$ cat config.mk
export PLATFORM = sky130hd
export DESIGN_NAME = mic_sample_fifo
export DESIGN_NICKNAME = d
export VERILOG_FILES = /design/src/rtl/mic_pkg.sv /design/src/rtl/mic_fifo_mem.sv /design/src/rtl/mic_sample_fifo.sv
export SDC_FILE = /design/constraint.sdc
export NUM_CORES = 1
export LEC_CHECK = 0
export BUFFER_PORTS_ARGS = -buffer_cell sky130_fd_sc_hd__buf_4
export CORE_MARGIN = 2
export CORE_UTILIZATION = 55
export DETAILED_ROUTE_END_ITERATION = 6
export HOLD_SLACK_MARGIN = 0.12
export PLACE_DENSITY = 0.72
export SYNTH_ARGS = -nofsm -noshare
export SYNTH_HDL_FRONTEND = slang
export SYNTH_HIERARCHICAL = 1
export SYNTH_SLANG_ARGS = --single-unit
$ cat constraint.sdc
create_clock -name clk -period 10 [get_ports clk]
set_input_delay 2 -clock clk [delete_from_list [all_inputs] [get_ports clk]]
set_output_delay 2 -clock clk [all_outputs]
set_load 0.01 [all_outputs]
$ cat src/rtl/mic_pkg.sv
// Shared sample types for the microphone capture path.
// Also consumed by mic_load so both ends agree on sample width.
package mic_pkg;

    localparam int N = 16;

    typedef logic [N-1:0] sample_t;

    function automatic int ptr_width(input int depth);
        return $clog2(depth) + 1;
    endfunction

endpackage

$ cat src/rtl/mic_fifo_mem.sv
// Simple dual-port sample store: registered write, combinational read.
// Contents are not reset; the FIFO pointers decide what is valid.
import mic_pkg::*;

module mic_fifo_mem #(
    parameter int W     = mic_pkg::N,
    parameter int DEPTH = 64,
    parameter int AW    = $clog2(DEPTH)
) (
    input  logic          clk,
    input  logic          we_i,
    input  logic [AW-1:0] waddr_i,
    input  logic [W-1:0]  wdata_i,
    input  logic [AW-1:0] raddr_i,
    output logic [W-1:0]  rdata_o
);

    logic [W-1:0] mem_q [DEPTH];

    always_ff @(posedge clk) begin
        if (we_i) begin
            mem_q[waddr_i] <= wdata_i;
        end
    end

    assign rdata_o = mem_q[raddr_i];

endmodule

$ cat src/rtl/mic_sample_fifo.sv
// First-word-fall-through sample FIFO with frame marking and sticky overflow.
// Define MIC_FIFO_DROP_COUNT_EN to add a saturating 16-bit drop counter.
import mic_pkg::*;

module mic_sample_fifo #(
    parameter int N         = mic_pkg::N,
    parameter int DEPTH     = 64,
    parameter int FRAME_LEN = 64
) (
    input  logic                     clk,
    input  logic                     rst_n,
    input  logic                     valid,
    input  logic [N-1:0]             sample_data,
    output logic                     out_valid,
    input  logic                     out_ready,
    output logic [N-1:0]             out_data,
    output logic                     out_last,
    output logic [$clog2(DEPTH):0]   level,
    output logic                     overflow,
    input  logic                     clear_overflow
`ifdef MIC_FIFO_DROP_COUNT_EN
    ,output logic [15:0]             drop_count
`endif
);

    localparam int AW = $clog2(DEPTH);
    localparam int PW = ptr_width(DEPTH);
    localparam int FW = $clog2(FRAME_LEN);
    localparam logic [FW-1:0] FRM_LAST = FW'(FRAME_LEN - 1);

    logic [PW-1:0] wr_q, wr_d;
    logic [PW-1:0] rd_q, rd_d;
    logic [FW-1:0] frm_q, frm_d;
    logic          ovf_q, ovf_d;

    logic          empty;
    logic          full;
    logic          pop;
    logic          push;
    logic          drop;
    logic [N-1:0]  rdata;

    assign empty = (wr_q == rd_q);
    assign full  = (wr_q[AW] != rd_q[AW]) &&
                   (wr_q[AW-1:0] == rd_q[AW-1:0]);
    assign pop   = !empty && out_ready;
    // A pop frees the slot the write lands in, so full+pop still accepts.
    assign push  = valid && (!full || pop);
    assign drop  = valid && full && !pop;

    always_comb begin
        wr_d  = wr_q;
        rd_d  = rd_q;
        frm_d = frm_q;
        ovf_d = (ovf_q && !clear_overflow) || drop;
        if (push) begin
            wr_d = wr_q + PW'(1);
        end
        if (pop) begin
            rd_d  = rd_q + PW'(1);
            frm_d = (frm_q == FRM_LAST) ? '0 : frm_q + FW'(1);
        end
    end

    always_ff @(posedge clk or negedge rst_n) begin
        if (!rst_n) begin
            wr_q  <= '0;
            rd_q  <= '0;
            frm_q <= '0;
            ovf_q <= 1'b0;
        end else begin
            wr_q  <= wr_d;
            rd_q  <= rd_d;
            frm_q <= frm_d;
            ovf_q <= ovf_d;
        end
    end

    mic_fifo_mem #(
        .W     (N),
        .DEPTH (DEPTH),
        .AW    (AW)
    ) u_mem (
        .clk     (clk),
        .we_i    (push),
        .waddr_i (wr_q[AW-1:0]),
        .wdata_i (sample_data),
        .raddr_i (rd_q[AW-1:0]),
        .rdata_o (rdata)
    );

    assign out_valid = !empty;
    assign out_data  = out_valid ? rdata : '0;
    assign out_last  = out_valid && (frm_q == FRM_LAST);
    assign level     = wr_q - rd_q;
    assign overflow  = ovf_q;

`ifdef MIC_FIFO_DROP_COUNT_EN
    logic [15:0] dcnt_q, dcnt_d;

    always_comb begin
        dcnt_d = dcnt_q;
        if (clear_overflow) begin
            dcnt_d = drop ? 16'd1 : 16'd0;
        end else if (drop && dcnt_q != 16'hFFFF) begin
            dcnt_d = dcnt_q + 16'd1;
        end
    end

    always_ff @(posedge clk or negedge rst_n) begin
        if (!rst_n) begin
            dcnt_q <= '0;
        end else begin
            dcnt_q <= dcnt_d;
        end
    end

    assign drop_count = dcnt_q;
`endif

endmodule

==> out/results.txt, run 1 <==
Leading area contributor after synthesis: edfxtp_1. For the final hold violation count, the log shows 0. The routed layout has 20.6k vias. In the post-synthesis netlist, the biggest area contributors are edfxtp_1 (75%), mux4_2 (12%), mux2i_1 (2.1%), dfrtp_1 (1.3%), nor2b_1 (0.75%). The number of pins with negative max-slew slack in the final report was 0. The post-route netlist has 25.3% of its cells at a drive strength greater than 1. For this run, the number of Yosys warnings is 6. The worst-case IR drop observed on VDD is 0.000172 V. The starting density of the core is 55.4%.

Critical path endpoint category: an output pin. For the required time at the endpoint of the critical path, the log shows 8000 ps. The startpoint kind of the worst setup timing path was a flip-flop. The first global-routing pass estimated 139000 µm of wire.

The detail route stage leaves a number of antenna-violating nets equal to 0. For the number of antenna violations at the first check in global routing, the log shows 4. The run gives 59 as the unique cell type count in the Yosys netlist.

Global routing used 25.0% of the available tracks across all layers. The cell leakage power was 14.7 nW. At the worst endpoint, the arrival time is 4810 ps.

The setup fix buffers added after clock tree synthesis was 0; the power density normalized to cell area was 286 nW/µm². The slowest stage of the critical path belongs to the cell dfrtp_4. The critical path goes through buf_12, buf_4, mux4_2, mux2_2, nand2_1, nand4_1, and4_1, nor2b_1, buf_4. By count the netlist is led by edfxtp_1 (1024), mux4_2 (220), mux2i_1 (85). The via count of the first global-routing pass was 20.2k. The share of synthesized registers carrying an async set or reset was 2.01%; the initial detailed-routing violation count was 2682. The die height is 277 µm, and the synthesized instance count is 1962.

The flow ran to the end, and the final reports show no timing, DRC or antenna violations. The worst path uses 68.1% of the clock period. The transition time at the pin with the least slew margin is 1300 ps. The total overflow left after global routing is 0.

Once placement completed, the tool counted placed cells totaling 2938. The filler-free cell count of the finished design is 3126. The tightest min-delay check is of the flip-flop to flip-flop type. The number of placement rows came out at 100. From synthesis to final layout, the design area changed by 12.1%. The logs give 0 for the number of hold-repair buffers added at the cts stage and 31.7 ps for the post-route clock skew.

Setup repair after global routing left no endpoint under its margin. Gates resized during post-CTS repair numbered 0. The logs give 0 for the number of max-cap violations and 1993 for the number of nets in the synthesized netlist.

After synthesis, the largest area contributor takes up 74.8% of total cell area. In this run, synthesis inferred 1024 flip-flops with an integrated enable. After layout, the minimum clock period comes to 6810 ps. The floorplan step defined a die boundary enclosing 77000 µm². From left edge to right edge, the die measures 277 µm.

The core area is 74200 µm², and the count of cells along the worst hold path is 1. Setup violations remaining at the end of the flow were counted as 0. The number of vias per cell works out to 6.58. The pin count of the biggest net entering global routing is 143. Routability-driven placement finished with a final weighted congestion of 0.820. The clock passes through at most 3 buffers. Counting the buffers created by CTS gives 103. The most repeated library cell on the critical path is buf_4.

Leading cell type by number of instances after synthesis: edfxtp_1. The mean instance size in the synthesized netlist was 21.0 µm²; the fraction of the yosys area taken by sequential cells was 76.0%. After routing, the total negative slack on setup checks comes to 0 ps. The logs give 670 ps for the later-pin clock latency in the skew report and 2105 for the net count of the finished layout. The run gives 0 as the number of design rule violations left after detail routing.

After clock tree synthesis, the clock-pin slew on the worst setup and hold paths is 60 ps. The H-tree was split into 3 levels. In this design, the stage delay of the slowest critical-path cell is 870 ps. The count of port buffers added during placement is 46, and the post-DP HPWL is 54700 µm.

For this run, the top clock speed supported by timing is 147 MHz. During I/O placement, the number of pins put on the boundary was 47. Fill cell instance count of the final layout: 4909. The number of iterations in the first detailed-routing pass was 5; the maximum fanout encountered on the critical timing path was 76.

TritonCTS built the clock tree. The final hold slack is 477 ps, and the area of the mapped netlist is 41100 µm². In this run the clock root is driven by a clkbuf_16. The worst setup path is of the flip-flop to output pin kind. Measured against its own limit, the worst slew margin works out to 12.9%. Counting cells, the worst reg-to-reg path comes to 10. CTS saw 1045 sinks.

The post-detailed-routing wire length was 95800 µm. Synthesis inferred 1045 register bits. The wire length per cell after detailed routing is 30.6 µm.

Most instantiated flip-flop cell in the synthesis netlist: edfxtp_1.
state kept, by name, summed over array words and instances, names as in the netlist:
signal       cells
overflow         1
frm_q            6
wr_q             7
rd_q             7
u_mem/mem_q   1024
cell type report:
cell class / instances / area, µm² / area share (%)
Timing Repair Buffer: 113 / 886 / 1.92
Antenna cell: 2 / 5.00 / 0.0109
Clock inverter: 71 / 931 / 2.02
Sequential cell: 1045 / 31300 / 67.9
Multi-Input combinational cell: 798 / 9110 / 19.8
Clock buffer: 115 / 2620 / 5.69
Inverter: 13 / 48.8 / 0.106
Tap cell: 969 / 1210 / 2.63
report_power, final:
group	switching [W]	internal, W	leakage [nW]
clock network	0.00163	0.00241	1.72
registers	0.000202	0.00500	9.46
logic	0.00227	0.00167	3.55
total	0.00411	0.00909	14.7
worst paths after layout:
| path | startpoint | to | slack [ps] |
|---|---|---|---|
| max in group asynchronous | rst_n | rd_q[1]$_DFFE_PN0N_ | 8510 |
| worst min register to register | frm_q[5]$_DFFE_PN0N_ | frm_q[5]$_DFFE_PN0N_ | 480 |
| worst max-delay path | rd_q[0]$_DFFE_PN0N_ | out_data[10] | 3190 |
| worst min-delay path | frm_q[5]$_DFFE_PN0N_ | frm_q[5]$_DFFE_PN0N_ | 480 |
| worst max register to register | rd_q[0]$_DFFE_PN0N_ | u_mem/mem_q[30][4]$_DFFE_PP_ | 3780 |
| min in group asynchronous | rst_n | frm_q[5]$_DFFE_PN0N_ | 1240 |
cells in the final DEF (no fill, tap or decap), drive strengths merged, types with 20 or more instances in the layout:
cell    instances
a22oi          39
edfxtp       1024
dfrtp          21
mux4          224
mux2i          85
nor2           80
bufinv         20
a21oi          21
nor2b          49
mux2           28
clkbuf        115
nand3          27
clkinv         41
nand2          77
buf           113
through the flow:
step	area, µm²	utilization (%)	total power, W	worst slack [ps]
after detailed placement	42500	57.3	0.00920	3810
after floorplan	41100	-	0.00792	5850
after CTS	46100	62.1	0.0132	3080
after global placement	42500	57.3	0.00914	3770
after global routing	46100	62.1	0.0136	2850
final	46100	62.1	0.0132	3190
cells by family (layout without fill, tap and decap cells):
family / after synthesis / in the layout / synth area share [%]
buffers and inverters: 119 / 312 / 1.93
adder cells (fa/ha/maj): 10 / 10 / 0.323
other: 0 / 2 / 0
multiplexers: 337 / 337 / 15.1
AND/OR/NAND/NOR: 283 / 283 / 3.41
XOR/XNOR: 20 / 20 / 0.426
AO/OA/AOI/OAI: 148 / 148 / 2.71
flip-flops: 1045 / 1045 / 76.0
layer usage:
metal / wire, µm / part of all wire [%] / GRT usage, % / vias to the layer above
met5: 66 / 0.069 / 0.500 / -
met4: 3290 / 3.4 / 8.88 / 4
met3: 9600 / 10 / 5.79 / 170
met2: 44900 / 47 / 37.9 / 1113
met1: 38000 / 40 / 36.1 / 10900
li1: - / - / - / 8361
critical path: cells and delay by family (launching register included):
kind          cells  cell delay, ps
buf+inv           3            1450
flops             1             870
mux               2             880
simple gates      4             750
No activity file was read; power rests on OpenSTA's default activity.
==> inputs of run 2 (changes only) <==
PLACE_DENSITY = 0.75   (was 0.72)
clock period = 5.7 ns   (was 10 ns; I/O delays follow)
==> out/results.txt, run 2 (synthesis gave the netlist of run 1 again) <==
The run gives 100 as the number of placement rows. Static timing analysis puts the maximum clock frequency at 188 MHz. Global routing used 25.0% of the available tracks across all layers.

In the final layout, the registers with the most flip-flops are u_mem/mem_q x1024, rd_q x7, wr_q x7. The tools report the core area as 74200 µm². The worst pin sits at a relative slew slack of 12.7%. Post-detailed-routing wire length: 95200 µm.

For the total internal power, the log shows 0.0157 W. The growth of design area from synthesis to finish was 12.2%; the number of pins with negative max-slew slack in the final report was 0. In this run, CTS created clock tree buffers numbering 103. The critical path start-end classification was flip-flop to output pin. The filler cells instantiated in the layout total 4839. The HPWL after detailed placement is 55600 µm. The H-tree level count was 3; the pin count of the biggest net entering global routing was 65. The number of antenna violations at the first check in global routing was 1. The die covers 77000 µm². The net switching fraction of the power was 31.2%. The later-pin clock latency in the skew report is 670 ps.

The first detailed-routing pass took 6 iterations. The run gives 0 as the number of endpoints failing setup at the final stage. Max-cap violations in this run came to 0.

The run gives 2402 as the initial detailed-routing violation count. Leaving out fill and tap cells, the most frequent cells in the layout are edfxtp_1 (1024), mux4_2 (220), buf_4 (138), clkbuf_16 (103), mux2i_1 (85). Global routing used 5.10% of the available met3 tracks. Register ranked first by flip-flop count: u_mem/mem_q. Once detail routing completed, the nets flagged for antenna violations numbered 0. The logs give 40.2% for the portion of total power attributed to sequential cells and 34.2 ps for the post-route clock skew.

Counting I/O delays and the setup requirement, the final critical path takes 5320 ps. The count of port buffers added during placement is 46. The startpoint kind of the worst setup timing path was a flip-flop. Via count of the first global-routing pass: 20.6k. The floorplan step set the die height to 277 µm.

The setup fix buffers added after clock tree synthesis was 0; the I/O pin total was 47. For the number of hold-repair buffers added at the cts stage, the log shows 0. The path class of the tightest hold or removal check is input pin to asynchronous set/reset pin.

In this run the register-to-register setup slack is 1330 ps. For met1 alone, demand over resource in global routing was 34.8%. The worst register-to-register path has a depth of 9. For the final routed database, the setup TNS stands at 0 ps. Final hold violation count: 0.

Dividing the final minimum period by the clock period gives 93.4%. The clock-pin transition on the worst setup and hold timing paths was 70 ps; the required time at the endpoint of the critical path was 4560 ps. In the routed design, unresolved DRC markers number 0. The logs give 2137 for the net count of the finished layout and 0.000339 V for the maximum ir drop on the vdd rail. The tools report the logic gate share of total power as 30.4%. The total overflow left after global routing is 0. The congestion estimate from routability-driven global placement came to 0.897.

In the final routed layout, each cell accounts on average for 30.1 µm. Final cell area excluding filler cells: 46100 µm². The transition time at the pin with the least slew margin was 1310 ps. The leading cell type in the layout, fill and taps excluded is edfxtp_1.

The die is 277 µm wide. The post-cts resize count is 0, and the flip-flop count of the largest register after layout is 1024. In this run the static leakage power is 14.8 nW. The number of vias per cell was 6.47.

The launching point of the worst reg2reg path is rd_q[0]$_DFFE_PN0N_. TritonCTS built the clock tree. The met2 track demand over resource in global routing is 40.0%. The initial utilization of the core area, before any placement, comes to 55.4%. met2 is the most crowded layer. The logs give 42800 µm² for the cell area reported after detailed placement and 3 for the buffer levels on the longest clock path. The power density normalized to cell area was 495 nW/µm².

The maximum fanout encountered on the critical timing path was 30; the total number of clock tree sinks was 1045. The run finished with clean final reports. For the worst setup path, the data arrival time is 4180 ps. The switching power total came out at 0.00713 W.

The endpoint identified for the worst register-to-register timing path is u_mem/mem_q[16][10]$_DFFE_PP_. The critical path endpoint category was an output pin. Across all layers, the routed design uses 20.5k vias. Of the total power, the clock network draws 29.4%.

The first global-routing pass estimated 139000 µm of wire. The tree is rooted in a clkbuf_16. Setup repair after global routing left no endpoint under its margin. The share of final-layout standard cells stronger than drive strength 1 came out at 25.6%.
## run 2: worst max-delay path, cell delays in order, from the launching register on
cell and delay (ps):
dfrtp_4 840, buf_12 340, mux4_2 540, mux2i_1 360
a22oi_1 170, a31oi_1 650, a311oi_1 140, nor2b_1 240
buf_4 190
## run 2: area by class of cell
type                    instances  area [µm²]  share of cell area [%]
flip-flops and latches       1045       31300                    67.8
well taps                     969        1210                    2.63
clock buffers                 114        2620                    5.68
repair buffers                145        1180                    2.55
multi-input cells             798        9060                    19.6
diodes                          1        2.50                 0.00542
inverters                      13        48.8                   0.106
clock inverters                79         732                    1.59
## run 2: how the worst max path moves through the flow
stage                              from                            to  slack, ps  cells past startpoint
finish              rd_q[0]$_DFFE_PN0N_                   out_data[3]        380                      8
global route        rd_q[0]$_DFFE_PN0N_                   out_data[3]        250                      8
CTS                 rd_q[0]$_DFFE_PN0N_                   out_data[3]        200                      8
detailed placement  rd_q[0]$_DFFE_PN0N_                   out_data[3]        930                      8
global placement    rd_q[0]$_DFFE_PN0N_                   out_data[3]        930                      8
floorplan                     out_ready  u_mem/mem_q[48][0]$_DFFE_PP_       2410                      5
## run 2: power by group through the flow
stage / registers, W / logic (W) / clock network, W
finish: 0.00918 / 0.00693 / 0.00671
global route: 0.00920 / 0.00730 / 0.00710
CTS: 0.00920 / 0.00685 / 0.00680
detailed placement: 0.00936 / 0.00680 / 0
global placement: 0.00933 / 0.00673 / 0
floorplan: 0.00905 / 0.00485 / 0
## run 2: stage by stage
| stage | setup WS (ps) | hold slack [ps] | util (%) | cells | power (W) |
|---|---|---|---|---|---|
| finish | 375 | 355 | 62.2 | 3164 | 0.0228 |
| detailed placement | 927 | 493 | 57.6 | 2969 | 0.0162 |
| CTS | 197 | 335 | 62.2 | 3162 | 0.0228 |
| floorplan | 2410 | 437 | - | 1962 | 0.0139 |
| global route | 246 | 366 | 62.2 | 3163 | 0.0236 |
| global placement | 932 | 452 | 57.6 | 2969 | 0.0161 |
## run 2: routing by layer
metal | wire [µm] | part of all wire, % | vias up
li1 | - | - | 8434
met1 | 36700 | 39 | 10700
met2 | 46400 | 49 | 1139
met3 | 9070 | 9.5 | 171
met4 | 3010 | 3.2 | 2
met5 | 14 | 0.015 | -
